`src/rtl/simple_axi_slave_mem.sv`:
```
// Single-outstanding, single-beat AXI4 slave backed by a byte-strobed register array.
// Each B/R response is delayed by LATENCY idle cycles through a down-counter.
module simple_axi_slave_mem #(
    parameter int WIDTH       = 64,
    parameter int DEPTH_BYTES = 128,
    parameter int LATENCY     = 0
) (
    input  logic               clk,
    input  logic               rstn,
    input  logic               s_axi_awvalid,
    output logic               s_axi_awready,
    input  logic [31:0]        s_axi_awaddr,
    input  logic [2:0]         s_axi_awsize,
    input  logic               s_axi_wvalid,
    output logic               s_axi_wready,
    input  logic [WIDTH-1:0]   s_axi_wdata,
    input  logic [WIDTH/8-1:0] s_axi_wstrb,
    input  logic               s_axi_wlast,
    output logic               s_axi_bvalid,
    input  logic               s_axi_bready,
    output logic [1:0]         s_axi_bresp,
    input  logic               s_axi_arvalid,
    output logic               s_axi_arready,
    input  logic [31:0]        s_axi_araddr,
    input  logic [2:0]         s_axi_arsize,
    output logic               s_axi_rvalid,
    input  logic               s_axi_rready,
    output logic [WIDTH-1:0]   s_axi_rdata,
    output logic [1:0]         s_axi_rresp,
    output logic               s_axi_rlast
);

    localparam int NLANES  = WIDTH / 8;
    localparam int LSB     = $clog2(NLANES);
    localparam int NWORDS  = DEPTH_BYTES / NLANES;
    localparam int IW      = (NWORDS > 1) ? $clog2(NWORDS) : 1;
    localparam logic [31:0] DEPTH_L = 32'(DEPTH_BYTES);
    localparam logic [7:0]  LAT_L   = 8'(LATENCY);

    localparam logic [1:0] RESP_OKAY   = 2'b00;
    localparam logic [1:0] RESP_SLVERR = 2'b10;
    localparam logic [1:0] RESP_DECERR = 2'b11;

    // state   | meaning
    // IDLE    | waiting for a request; AW wins over AR
    // AW_ACK  | awready pulse, address captured
    // W_WAIT  | waiting for wvalid
    // W_ACK   | wready pulse, memory updated on OKAY
    // B_LAT   | latency countdown before write response
    // B_RESP  | bvalid held until bready
    // AR_ACK  | arready pulse, read word registered
    // R_LAT   | latency countdown before read response
    // R_RESP  | rvalid/rlast held until rready
    typedef enum logic [3:0] {
        IDLE, AW_ACK, W_WAIT, W_ACK, B_LAT, B_RESP, AR_ACK, R_LAT, R_RESP
    } state_t;

    state_t           r_state;
    logic [7:0]       r_cnt;
    logic [31:0]      r_addr;
    logic [2:0]       r_size;
    logic             r_awready;
    logic             r_wready;
    logic             r_bvalid;
    logic [1:0]       r_bresp;
    logic             r_arready;
    logic             r_rvalid;
    logic [WIDTH-1:0] r_rdata;
    logic [1:0]       r_rresp;
    logic             r_rlast;

    // Not reset; contents are zero at configuration/power-up on the target fabric.
    logic [WIDTH-1:0] r_mem [NWORDS];

    function automatic logic [1:0] f_addr_resp(input logic [31:0] addr, input logic [2:0] size);
        logic [31:0] mask;
        mask = (32'd1 << size) - 32'd1;
        if (addr >= DEPTH_L)
            return RESP_DECERR;
        if ((size > 3'd3) || ((addr & mask) != 32'd0))
            return RESP_SLVERR;
        return RESP_OKAY;
    endfunction

    logic [1:0]    w_aw_resp;
    logic [1:0]    w_w_resp;
    logic [1:0]    w_ar_resp;
    logic [IW-1:0] w_w_idx;
    logic [IW-1:0] w_ar_idx;
    logic          w_mem_we;

    assign w_aw_resp = f_addr_resp(r_addr, r_size);
    assign w_w_resp  = (w_aw_resp != RESP_OKAY) ? w_aw_resp :
                       (!s_axi_wlast ? RESP_SLVERR : RESP_OKAY);
    assign w_ar_resp = f_addr_resp(s_axi_araddr, s_axi_arsize);
    assign w_w_idx   = IW'(r_addr >> LSB);
    assign w_ar_idx  = IW'(s_axi_araddr >> LSB);
    assign w_mem_we  = (r_state == W_ACK) && (w_w_resp == RESP_OKAY);

    // A beat accepted in W_ACK commits even if reset lands on the same edge.
    always_ff @(posedge clk) begin
        if (w_mem_we) begin
            for (int k = 0; k < NLANES; k++) begin
                if (s_axi_wstrb[k])
                    r_mem[w_w_idx][k*8 +: 8] <= s_axi_wdata[k*8 +: 8];
            end
        end
    end

    always_ff @(posedge clk) begin
        if (!rstn) begin
            r_state   <= IDLE;
            r_cnt     <= 8'd0;
            r_addr    <= 32'd0;
            r_size    <= 3'd0;
            r_awready <= 1'b0;
            r_wready  <= 1'b0;
            r_bvalid  <= 1'b0;
            r_bresp   <= RESP_OKAY;
            r_arready <= 1'b0;
            r_rvalid  <= 1'b0;
            r_rdata   <= '0;
            r_rresp   <= RESP_OKAY;
            r_rlast   <= 1'b0;
        end else begin
            r_awready <= 1'b0;
            r_wready  <= 1'b0;
            r_arready <= 1'b0;
            case (r_state)
                IDLE: begin
                    if (s_axi_awvalid) begin
                        r_state   <= AW_ACK;
                        r_awready <= 1'b1;
                    end else if (s_axi_arvalid) begin
                        r_state   <= AR_ACK;
                        r_arready <= 1'b1;
                    end
                end
                AW_ACK: begin
                    r_addr  <= s_axi_awaddr;
                    r_size  <= s_axi_awsize;
                    r_state <= W_WAIT;
                end
                W_WAIT: begin
                    if (s_axi_wvalid) begin
                        r_state  <= W_ACK;
                        r_wready <= 1'b1;
                    end
                end
                W_ACK: begin
                    r_bresp <= w_w_resp;
                    if (LATENCY > 0) begin
                        r_state <= B_LAT;
                        r_cnt   <= LAT_L;
                    end else begin
                        r_state  <= B_RESP;
                        r_bvalid <= 1'b1;
                    end
                end
                B_LAT: begin
                    r_cnt <= r_cnt - 8'd1;
                    if (r_cnt == 8'd1) begin
                        r_state  <= B_RESP;
                        r_bvalid <= 1'b1;
                    end
                end
                B_RESP: begin
                    if (s_axi_bready) begin
                        r_state  <= IDLE;
                        r_bvalid <= 1'b0;
                    end
                end
                AR_ACK: begin
                    r_addr  <= s_axi_araddr;
                    r_size  <= s_axi_arsize;
                    r_rresp <= w_ar_resp;
                    r_rdata <= (w_ar_resp == RESP_OKAY) ? r_mem[w_ar_idx] : '0;
                    if (LATENCY > 0) begin
                        r_state <= R_LAT;
                        r_cnt   <= LAT_L;
                    end else begin
                        r_state  <= R_RESP;
                        r_rvalid <= 1'b1;
                        r_rlast  <= 1'b1;
                    end
                end
                R_LAT: begin
                    r_cnt <= r_cnt - 8'd1;
                    if (r_cnt == 8'd1) begin
                        r_state  <= R_RESP;
                        r_rvalid <= 1'b1;
                        r_rlast  <= 1'b1;
                    end
                end
                R_RESP: begin
                    if (s_axi_rready) begin
                        r_state  <= IDLE;
                        r_rvalid <= 1'b0;
                        r_rlast  <= 1'b0;
                    end
                end
                default: r_state <= IDLE;
            endcase
        end
    end

    assign s_axi_awready = r_awready;
    assign s_axi_wready  = r_wready;
    assign s_axi_bvalid  = r_bvalid;
    assign s_axi_bresp   = r_bresp;
    assign s_axi_arready = r_arready;
    assign s_axi_rvalid  = r_rvalid;
    assign s_axi_rdata   = r_rdata;
    assign s_axi_rresp   = r_rresp;
    assign s_axi_rlast   = r_rlast;

endmodule

```
`config.mk`:
```
export PLATFORM = sky130hd
export DESIGN_NAME = simple_axi_slave_mem
export DESIGN_NICKNAME = d
export VERILOG_FILES = /design/src/rtl/simple_axi_slave_mem.sv
export SDC_FILE = /design/constraint.sdc
export NUM_CORES = 1
export LEC_CHECK = 0
export ABC_AREA = 1
export CAP_MARGIN = 20
export CORE_UTILIZATION = 54
export CTS_BUF_LIST = sky130_fd_sc_hd__clkbuf_16
export CTS_CLUSTER_DIAMETER = 30
export CTS_CLUSTER_SIZE = 25
export DETAILED_ROUTE_END_ITERATION = 8
export GPL_ROUTABILITY_DRIVEN = 0
export PLACE_DENSITY = 0.78
export SYNTH_ARGS = -nofsm -noshare
export SYNTH_HDL_FRONTEND = slang
export SYNTH_SLANG_ARGS = --single-unit
```
`constraint.sdc`:
```
create_clock -name clk -period 2.8 [get_ports clk]
set_clock_uncertainty 0.05 [all_clocks]
set_input_delay 0.7 -clock clk [delete_from_list [all_inputs] [get_ports clk]]
set_output_delay 0.7 -clock clk [all_outputs]
set_load 0.02 [all_outputs]
```
=== After elaboration in Yosys (flattened, before gate mapping) ===
Memory sizes are Yosys's and may differ from the RTL's.
Cells that the tools add are included.

* Input port bits: 150
* ROM bits: 0
* Output and inout port bits: 74
* Latch bits: 0
* Memories kept: 1
* Register bits after elaboration: 120
* Word-level logic and storage cells: 119
* Memory bits (writable): 1,024

* Reductions and logical operators: 19
* Multiply operators: 0
* Muxes and demuxes: 59
* $add $sub $neg: 3
* Shift operators: 2
* Magnitude comparators: 4
* Bitwise gates (word level): 4
* Divide/modulo/power cells: 0
* Equal/unequal tests: 15

{| class="wikitable"
|+ Memory list
! memory !! depth !! width !! rd ports !! clocked after memory_dff !! write ports !! RTL line !! RTL
|-
| r_mem || 16 || 64 || 1 || 0 || 1 || 73 || <nowiki>logic [WIDTH-1:0] r_mem [NWORDS];</nowiki>
|}

{| class="wikitable"
|+ Operators with widths
! cell !! count
|-
| bitwise AND 32 bit || 2
|-
| >= comparator 32 x 8 -> 1 bit, second input constant || 2
|-
| two-way mux 64 bit || 1
|-
| case mux 32 bit (2 select lines) || 1
|-
| nonzero test 32 bit || 2
|-
| left shift 1 x 3 -> 32 bit, first input constant || 2
|-
| subtractor 32 x 1 -> 32 bit, second input constant || 2
|-
| two-way mux 1 bit || 36
|-
| case mux 4 bit (9 select lines) || 1
|-
| two-way mux 4 bit || 7
|-
| two-way mux 2 bit || 10
|-
| equality test 4 x 3 -> 1 bit, second input constant || 4
|-
| != test 2 bit, second input constant || 5
|-
| equality test 4 x 2 -> 1 bit, second input constant || 2
|-
| equality test 8 x 1 -> 1 bit, second input constant || 1
|-
| subtractor 8 x 1 -> 8 bit, second input constant || 1
|-
| > comparator 3 x 2 -> 1 bit, second input constant || 2
|-
| case mux 1 bit (3 select lines) || 2
|-
| case mux 3 bit (2 select lines) || 1
|-
| AND reduction 3 bit || 2
|-
| AND reduction 6 bit || 1
|-
| nonzero test 3 bit || 2
|-
| equality test 4 x 1 -> 1 bit, second input constant || 1
|-
| equality test 4 bit, second input constant || 1
|-
| other kinds (10) || 15
|}

=== Depth between registers and ports, before layout ===
Gate-level depths: netlist (run 1).

* Depth after elaboration: 15
* Mapped depth: 15
* Gate-level depth less buffers: 12

=== Least setup slack after synthesis (run 1) ===
OpenSTA, ideal clock, no wires.

* Path kind: reg-to-reg
* Start: register r_size[2]
* End: memory r_mem[11][0], enable pin
* Buffers on the path: 1
* Data arrival time: 2.518 ns
* Setup slack: -0.138 ns
* Library setup time: 0.370 ns
* Period minus slack after synthesis: 2.938 ns
* Cell stages (with the launch flop): 12
* Data required time: 2.380 ns
* Cell sequence: dfxtp_1 > inv_2 > nor3_1 > inv_1 > ha_1 > inv_1 > a21oi_2 > nand2_1 > a211oi_4 > nand3_4 > buf_6 > nor2_1

* Cells in the longest elaborated chain, start to end: 15

{| class="wikitable"
|+ RTL lines
! item !! RTL line !! RTL
|-
| start, declared || 61 || <nowiki>logic [2:0] r_size;</nowiki>
|-
| start signal, assigned || 141 || <nowiki>r_size <= s_axi_awsize;</nowiki>
|-
| start signal, assigned || 175 || <nowiki>r_size <= s_axi_arsize;</nowiki>
|-
| left shift 1 x 3 -> 32 bit || 77 || <nowiki>mask = (32'd1 << size) - 32'd1;</nowiki>
|-
| subtractor 32 x 1 -> 32 bit || 77 ||
|-
| bitwise AND 32 bit || 80 || <nowiki>if ((size > 3'd3) || ((addr & mask) != 32'd0))</nowiki>
|-
| nonzero test 32 bit || 80 ||
|-
| logical OR 1 bit * || 80 ||
|-
| two-way mux 1 bit (2 in series) || 80 ||
|-
| two-way mux 2 bit * || 82 || <nowiki>return RESP_OKAY;</nowiki>
|-
| two-way mux 2 bit * || 80 ||
|-
| nonzero test 2 bit || 93 || <nowiki>assign w_w_resp = (w_aw_resp != RESP_OKAY) ? w_aw_resp :</nowiki>
|-
| two-way mux 2 bit * || 93 ||
|-
| logical NOT 2 bit * || 98 || <nowiki>assign w_mem_we = (r_state == W_ACK) && (w_w_resp == RESP_OKAY);</nowiki>
|-
| logical AND 1 bit * || 98 ||
|-
| two-way mux 1 bit * || 102 || <nowiki>if (w_mem_we) begin</nowiki>
|-
| two-way mux 1 bit (implied by the code) * || 105 || <nowiki>r_mem[w_w_idx][k*8 +: 8] <= s_axi_wdata[k*8 +: 8];</nowiki>
|-
| end, declared || 73 ||
|}

Mark *: on every way between the ends. The rest lies on a longest branch, timed or not. The select of a mux whose other input is x is not followed.

=== Worst setup path after layout (run 1) ===
* Start: register r_size[2]
* End: memory r_mem[2][35], enable pin

The elaborated chain is that of the path after synthesis.

==> flow_results.xml, run 1 <==
<?xml version="1.0" encoding="UTF-8"?>
<metrics>
  <group name="worst_hold_path">
    <metric name="holdCritStartpoint" unit="">s_axi_rdata[6]$_SDFFE_PN0P_</metric>
    <metric name="min_delay_path_depth" unit="">2</metric>
    <metric name="worstHoldPathType" unit="">flop to flop</metric>
  </group>
  <group name="logic_synthesis">
    <metric name="synthXorXnorAreaFrac" unit="%">0.0188</metric>
    <metric name="synth.cell_area" unit="µm²">46500</metric>
    <metric name="yosys_register_bits" unit="">1144</metric>
    <metric name="post_synth_main_area_contributors" unit="">edfxtp_1, nand2_1, nand3_1</metric>
    <metric name="async_reset_ff_share" unit="%">0</metric>
    <metric name="synth.mux.area_fraction" unit="%">0</metric>
    <metric name="synthesized_area_fraction_occupied_by_and_or_nand_nor_cells" unit="%">23.9</metric>
    <metric name="synth_fa_ha_area_share" unit="%">0.134</metric>
    <metric name="synth_fp_nets" unit="">4415</metric>
    <metric name="ys_seq_area_share" unit="%">71.3</metric>
    <metric name="post-synth-top-count-cell" unit="">nand2_1</metric>
    <metric name="number_of_enable_flip_flop_cells_after_synthesis" unit="">1024</metric>
    <metric name="combinational_family_with_the_most_area_after_synthesis" unit="">simple AND/OR/NAND/NOR gates</metric>
    <metric name="syn_inst" unit="">4260</metric>
    <metric name="synth_commonest_cells" unit="">nand2_1, edfxtp_1, nand3_1</metric>
    <metric name="synth.top_cell.area_share" unit="%">66.1</metric>
    <metric name="synth_cell_types" unit="">33</metric>
    <metric name="synth_largest_area_cell" unit="">edfxtp_1</metric>
    <metric name="post_synth.cell_area_avg" unit="µm²">10.9</metric>
    <metric name="synth-compound-area-share" unit="%">1.74</metric>
    <metric name="yosys_warnings" unit="">0</metric>
    <metric name="ys.flop_type" unit="">edfxtp_1</metric>
  </group>
  <group name="run_status">
    <metric name="outcome" unit="">finished, final reports clean</metric>
  </group>
  <group name="sta">
    <metric name="unrepaired_setup_endpoints_after_global_routing" unit="">yes</metric>
    <metric name="tightest_slew" unit="ns">0.775</metric>
    <metric name="hold_violations" unit="">0</metric>
    <metric name="max_freq" unit="MHz">359</metric>
    <metric name="setup_viol" unit="">0</metric>
    <metric name="post-route-min-period" unit="ns">2.79</metric>
    <metric name="worst_slew_margin_rel" unit="%">48.2</metric>
    <metric name="fin_crit_sh" unit="%">99.5</metric>
    <metric name="max_slew_vio_count" unit="">0</metric>
  </group>
  <group name="floorplan">
    <metric name="core_area" unit="µm²">85300</metric>
    <metric name="floorplan.rows" unit="">107</metric>
    <metric name="die_w" unit="µm">296</metric>
    <metric name="start_util" unit="%">54.6</metric>
    <metric name="design.die.area" unit="µm²">87300</metric>
    <metric name="ioPinCount" unit="">224</metric>
    <metric name="floorplan.die.height" unit="µm">296</metric>
  </group>
  <group name="routing">
    <metric name="vias_per_cell" unit="">5.82</metric>
    <metric name="drc" unit="">0</metric>
    <metric name="drt-initial-drc-count" unit="">4344</metric>
    <metric name="finalWirelength" unit="µm">130000</metric>
    <metric name="route.detailed.wl_per_inst" unit="µm">21.7</metric>
    <metric name="drt-pass1-iter-count" unit="">6</metric>
    <metric name="num_vias" unit="">34900</metric>
    <metric name="postRouteAntennaNets" unit="">0</metric>
  </group>
  <group name="worst_setup_path">
    <metric name="crit_path_cell_trace" unit="">inv_2, nor3_2, inv_1, ha_1, inv_1, a21oi_2, nand2_1, a211oi_4, buf_4, buf_12, nand3_4, nor2_1, buf_4</metric>
    <metric name="cp.depth" unit="">13</metric>
    <metric name="startpoint_type" unit="">flop</metric>
    <metric name="critPathKind" unit="">flop to flop</metric>
    <metric name="critPathSlowestCell" unit="">dfxtp_1</metric>
    <metric name="source_of_the_critical_timing_path" unit="">r_size[2]$_SDFFE_PN0P_</metric>
    <metric name="crit_path_end_kind" unit="">flop</metric>
    <metric name="critPathArrivalTime" unit="ns">3.19</metric>
    <metric name="cpLargestDelayFamily" unit="">simple AND/OR/NAND/NOR gates</metric>
    <metric name="worst_ep_required_time" unit="ns">3.21</metric>
    <metric name="reg2reg_depth" unit="">13</metric>
    <metric name="timing.rr.start" unit="">r_size[2]$_SDFFE_PN0P_</metric>
    <metric name="cp.buffers_inverters" unit="">6</metric>
    <metric name="timing.critical_path.slowest_cell_delay" unit="ns">0.34</metric>
    <metric name="critPathMaxFanout" unit="">16</metric>
  </group>
  <group name="cells_and_area">
    <metric name="drive_gt1_share" unit="%">13.0</metric>
    <metric name="fillerInstances" unit="">5566</metric>
    <metric name="antennaDiodeCount" unit="">0</metric>
    <metric name="final_net_count" unit="">4842</metric>
    <metric name="final_util" unit="%">68.3</metric>
    <metric name="finalNonFillerCells" unit="">5993</metric>
    <metric name="syn2layout_area_growth" unit="%">25.3</metric>
    <metric name="final_design_area_no_fill" unit="µm²">58300</metric>
  </group>
  <group name="placement">
    <metric name="placement.io_buffers" unit="">223</metric>
    <metric name="dp.final_hpwl" unit="µm">76500</metric>
    <metric name="place.detailed.instances" unit="">5638</metric>
    <metric name="area_post_placement" unit="µm²">51700</metric>
  </group>
  <group name="global_routing">
    <metric name="pin_count_of_the_biggest_net_entering_global_routing" unit="">98</metric>
    <metric name="number_of_antenna_violations_at_the_first_check_in_global_routing" unit="">3</metric>
    <metric name="first_pass_grt_wire_length" unit="µm">195000</metric>
    <metric name="global_route.overflow_total" unit="">0</metric>
    <metric name="first_global_vias" unit="">34800</metric>
    <metric name="globalRouteTotalUtil" unit="%">29.7</metric>
  </group>
  <group name="clocking">
    <metric name="worst_setup_hold_path_clk_slew" unit="ns">0.05</metric>
    <metric name="cts.sink_count" unit="">1144</metric>
    <metric name="h-tree-depth" unit="">4</metric>
    <metric name="tritoncts_clock_tree" unit="">built</metric>
    <metric name="cts.hold.buffers_added" unit="">0</metric>
    <metric name="clk_latency" unit="ns">0.77</metric>
    <metric name="cts-buffers-inserted" unit="">189</metric>
    <metric name="cts_max_path_buffers" unit="">3</metric>
    <metric name="clock_tree_root_driver_cell" unit="">clkbuf_16</metric>
  </group>
  <group name="job">
    <metric name="drv_cap" unit="">0</metric>
  </group>
  <group name="power">
    <metric name="worst_ir_drop_vdd" unit="mV">0.559</metric>
    <metric name="power.density_cell_area" unit="nW/µm²">786</metric>
    <metric name="leakage" unit="nW">21.8</metric>
  </group>
</metrics>
-- state kept, by name (all words and copies together) (netlist names) --
register and flops:
s_axi_rdata 64, r_addr 32, r_size 3, s_axi_awready 1, r_mem 1024, s_axi_rresp 2
s_axi_rlast 1, s_axi_bvalid 1, r_cnt 8, s_axi_wready 1, r_state 4, s_axi_arready 1
s_axi_bresp 2
-- placed cells by master (no fill, tap or decap), drive strengths merged --
cell type      Yosys  layout
o31ai              1       1
a21oi             87      87
bufinv             0      23
inv               67     127
nor3b              1       1
clkinvlp           0      13
xor2               1       1
edfxtp          1024    1024
o21ai             27      27
ha                 5       5
o211ai            10      10
nand3            867     867
nand3b             1       1
a211oi             1       1
dfxtp            120     120
nor3              11      11
clkdlybuf4s50      0     219
nand4              3       3
or2                1       1
buf               77     281
nor4               2       2
nand2           1542    1542
a31oi             21      21
nor2             202     202
clkinv             1      67
clkbuf           188     192
-- power by group --
part / internal (W) / leakage (nW) / switching (W) / total, W
clock: 0.0147 / 3.26 / 0.00844 / 0.0231
combinational: 0.00115 / 8.41 / 0.00257 / 0.00371
sequential: 0.0188 / 10.2 / 0.000171 / 0.0190
-- stage by stage --
step / hold slack [ns] / TNS [ns] / worst slack, ns / total power, W
after detailed placement: 0.409 / -14.09 / -0.174 / 0.0229
after global placement: 0.405 / -9.30 / -0.125 / 0.0228
after floorplan: 0.399 / -90.54 / -0.138 / 0.0213
after global routing: 0.439 / -22.27 / -0.100 / 0.0470
final: 0.416 / 0 / 0.0126 / 0.0458
after CTS: 0.393 / 0 / 0.0458 / 0.0459
-- area by class of cell --
| cell class | instances | area [µm²] | share of cell area [%] |
|---|---|---|---|
| multi-input cells | 2783 | 12100 | 20.8 |
| clock inverters | 162 | 1710 | 2.94 |
| inverters | 68 | 275 | 0.472 |
| well taps | 1144 | 1430 | 2.46 |
| clock buffers | 191 | 4780 | 8.20 |
| repair buffers | 501 | 4830 | 8.29 |
| flip-flops and latches | 1144 | 33200 | 56.9 |
-- timing repair --
action	in CTS	in global routing
buffers inserted	0	1
setup endpoints to repair	0	658
resized for setup	0	21
-- cell families (layout without fill, tap and decap cells) --
group,after synthesis,after routing
flops,1144,1144
compound gates,147,147
fa+ha+maj,5,5
buf+inv,333,922
simple gates,2630,2630
xor+xnor,1,1
-- layer usage --
layer,global-route usage (%),routed length [µm],vias up
met2,49.3,63200,2155
li1,-,-,15700
met5,0,40,-
met3,6.59,13300,433
met4,14.9,6030,6
met1,36.6,47200,16600
-- path summary, 6_finish.rpt --
kind | slack, ns | end
worst max register to register | 0.01 | r_mem[2][35]$_DFFE_PP_
worst min-delay path | 0.42 | s_axi_rdata[6]$_SDFFE_PN0P_
worst min register to register | 0.42 | s_axi_rdata[6]$_SDFFE_PN0P_
worst max-delay path | 0.01 | r_mem[2][35]$_DFFE_PP_
-- worst min-delay path, cell delays in order (launching register included) --
cell and delay [ns]:
dfxtp_1 0.31, nand2_1 0.06, a21oi_1 0.05
Note: power is estimated with default switching activity, not from simulation.
==> run 2: changes to the inputs <==
Settings changed: CORE_UTILIZATION 54 to 44, PLACE_DENSITY 0.78 to 0.67.
==> run 2 against run 1 <==
Net effect:
- design area rose by 1.9%
- non-clock buffer count fell by 12
- sequential cell count did not move
- clock power rose by 9.5%
==> flow_results.xml, run 2 (same netlist as run 1, synthesis figures left out) <==
<?xml version="1.0" encoding="UTF-8"?>
<metrics>
  <group name="routing">
    <metric name="drt-pass1-iter-count" unit="">6</metric>
    <metric name="num_vias" unit="">33500</metric>
    <metric name="drc" unit="">0</metric>
    <metric name="vias_per_cell" unit="">5.34</metric>
    <metric name="drt-initial-drc-count" unit="">3171</metric>
    <metric name="finalWirelength" unit="µm">127000</metric>
    <metric name="postRouteAntennaNets" unit="">0</metric>
    <metric name="route.detailed.wl_per_inst" unit="µm">20.3</metric>
  </group>
  <group name="clocking">
    <metric name="tritoncts_clock_tree" unit="">built</metric>
    <metric name="cts_max_path_buffers" unit="">3</metric>
    <metric name="cts.sink_count" unit="">1144</metric>
    <metric name="worst_setup_hold_path_clk_slew" unit="ns">0.05</metric>
    <metric name="h-tree-depth" unit="">4</metric>
    <metric name="cts.hold.buffers_added" unit="">0</metric>
    <metric name="clk_latency" unit="ns">0.77</metric>
    <metric name="clock_tree_root_driver_cell" unit="">clkbuf_16</metric>
    <metric name="cts-buffers-inserted" unit="">210</metric>
  </group>
  <group name="floorplan">
    <metric name="ioPinCount" unit="">224</metric>
    <metric name="die_w" unit="µm">327</metric>
    <metric name="start_util" unit="%">44.6</metric>
    <metric name="core_area" unit="µm²">104000</metric>
    <metric name="floorplan.rows" unit="">118</metric>
    <metric name="design.die.area" unit="µm²">107000</metric>
    <metric name="floorplan.die.height" unit="µm">327</metric>
  </group>
  <group name="cells_and_area">
    <metric name="largest_register" unit="">r_mem</metric>
    <metric name="final_design_area_no_fill" unit="µm²">59400</metric>
    <metric name="mostFrequentLayoutCells" unit="">nand2_1, edfxtp_1, nand3_1</metric>
    <metric name="drive_gt1_share" unit="%">13.6</metric>
    <metric name="syn2layout_area_growth" unit="%">27.6</metric>
    <metric name="largest_register_ffs" unit="">1024</metric>
    <metric name="final_net_count" unit="">4854</metric>
    <metric name="layout_commonest_cell" unit="">nand2_1</metric>
  </group>
  <group name="worst_setup_path">
    <metric name="crit_path_end_kind" unit="">flop</metric>
    <metric name="reg2reg_depth" unit="">13</metric>
    <metric name="startpoint_type" unit="">flop</metric>
    <metric name="critPathSlowestCell" unit="">dfxtp_1</metric>
    <metric name="timing.critical_path.slowest_cell_delay" unit="ns">0.38</metric>
    <metric name="critPathMaxFanout" unit="">16</metric>
    <metric name="crit_path_cell_trace" unit="">inv_1, nor3_2, inv_1, ha_1, inv_1, a21oi_2, nand2_1, a211oi_4, buf_12, buf_12, nand3_4, nor2_1, buf_4</metric>
    <metric name="critPathKind" unit="">flop to flop</metric>
    <metric name="worst_ep_required_time" unit="ns">3.21</metric>
    <metric name="crit_path_frequent_cell" unit="">inv_1</metric>
    <metric name="critPathArrivalTime" unit="ns">3.15</metric>
  </group>
  <group name="power">
    <metric name="leakage" unit="nW">22.1</metric>
    <metric name="power.density_cell_area" unit="nW/µm²">808</metric>
    <metric name="p_total" unit="W">0.0480</metric>
    <metric name="worst_ir_drop_vdd" unit="mV">0.604</metric>
  </group>
  <group name="global_routing">
    <metric name="first_pass_grt_wire_length" unit="µm">193000</metric>
    <metric name="first_global_vias" unit="">33300</metric>
    <metric name="globalRouteTotalUtil" unit="%">23.5</metric>
    <metric name="pin_count_of_the_biggest_net_entering_global_routing" unit="">140</metric>
    <metric name="number_of_antenna_violations_at_the_first_check_in_global_routing" unit="">5</metric>
    <metric name="global_route.overflow_total" unit="">0</metric>
  </group>
  <group name="sta">
    <metric name="post-route-min-period" unit="ns">2.74</metric>
    <metric name="holdWs" unit="ns">0.411</metric>
    <metric name="worst_slew_margin_rel" unit="%">36.2</metric>
    <metric name="fin_setup_tns" unit="ns">0</metric>
    <metric name="hold_violations" unit="">0</metric>
    <metric name="layout_setup_ws" unit="ns">0.0589</metric>
    <metric name="max_slew_vio_count" unit="">0</metric>
    <metric name="unrepaired_setup_endpoints_after_global_routing" unit="">yes</metric>
    <metric name="tightest_slew" unit="ns">0.955</metric>
    <metric name="setup_viol" unit="">0</metric>
    <metric name="max_freq" unit="MHz">365</metric>
    <metric name="fin_crit_sh" unit="%">97.9</metric>
  </group>
  <group name="worst_hold_path">
    <metric name="worstHoldPathType" unit="">flop to flop</metric>
    <metric name="min_delay_path_depth" unit="">2</metric>
  </group>
  <group name="placement">
    <metric name="dp.final_hpwl" unit="µm">77300</metric>
    <metric name="placement.io_buffers" unit="">223</metric>
    <metric name="place_worst_setup_slack" unit="ns">-0.248</metric>
    <metric name="area_post_placement" unit="µm²">52000</metric>
  </group>
  <group name="job">
    <metric name="drv_cap" unit="">0</metric>
  </group>
  <group name="run_status">
    <metric name="outcome" unit="">finished, final reports clean</metric>
  </group>
</metrics>
==> run 2: path summary, 6_finish.rpt <==
| kind | start | endpoint | slack [ns] |
|---|---|---|---|
| worst max-delay path | r_size[1]$_SDFFE_PN0P_ | r_mem[2][45]$_DFFE_PP_ | 0.06 |
| worst min-delay path | s_axi_rdata[9]$_SDFFE_PN0P_ | s_axi_rdata[9]$_SDFFE_PN0P_ | 0.41 |
| worst max register to register | r_size[1]$_SDFFE_PN0P_ | r_mem[2][45]$_DFFE_PP_ | 0.06 |
| worst min register to register | s_axi_rdata[9]$_SDFFE_PN0P_ | s_axi_rdata[9]$_SDFFE_PN0P_ | 0.41 |
==> run 2: timing repair <==
item	4_1_cts	5_1_grt
setup endpoints to repair	0	506
buffers inserted	0	1
gates resized for setup	0	29
==> run 2: worst max-delay path: cells and delay by family, from the launching register on <==
family,cells,cell delay (ns)
buffers and inverters,6,0.71
DFF,1,0.38
AOI/OAI and AO/OA,2,0.34
and+or+nand+nor,4,0.63
adders and majority gates,1,0.27
==> run 2: cell type report <==
cell class	instances	area (µm²)
Tap cell	1380	1730
Antenna cell	1	2.50
Timing Repair Buffer	489	4860
Clock inverter	181	1860
Inverter	68	275
Sequential cell	1144	33200
Clock buffer	215	5380
Multi-Input combinational cell	2786	12100
Fill cell	8382	44900
==> run 2: metal layers <==
metal	track usage [%]	wire, µm	up-vias
met1	30.5	51400	16100
met2	38.7	61300	1411
li1	-	-	15700
met4	9.25	3860	6
met5	0	34	-
met3	5.07	10300	257
==> run 2: metrics by stage <==
stage	util [%]	std cells
after floorplan	-	4260
after global placement	49.8	5862
after detailed placement	49.8	5862
after CTS	56.8	6258
after global routing	57.0	6263
final	57.0	6264
==> run 2: power by group <==
group          leakage, nW  internal [W]  switching, W
Combinational         8.36       0.00114       0.00252
Clock                 3.60        0.0168       0.00853
Sequential            10.2        0.0188      0.000172
Total                 22.1        0.0368        0.0112
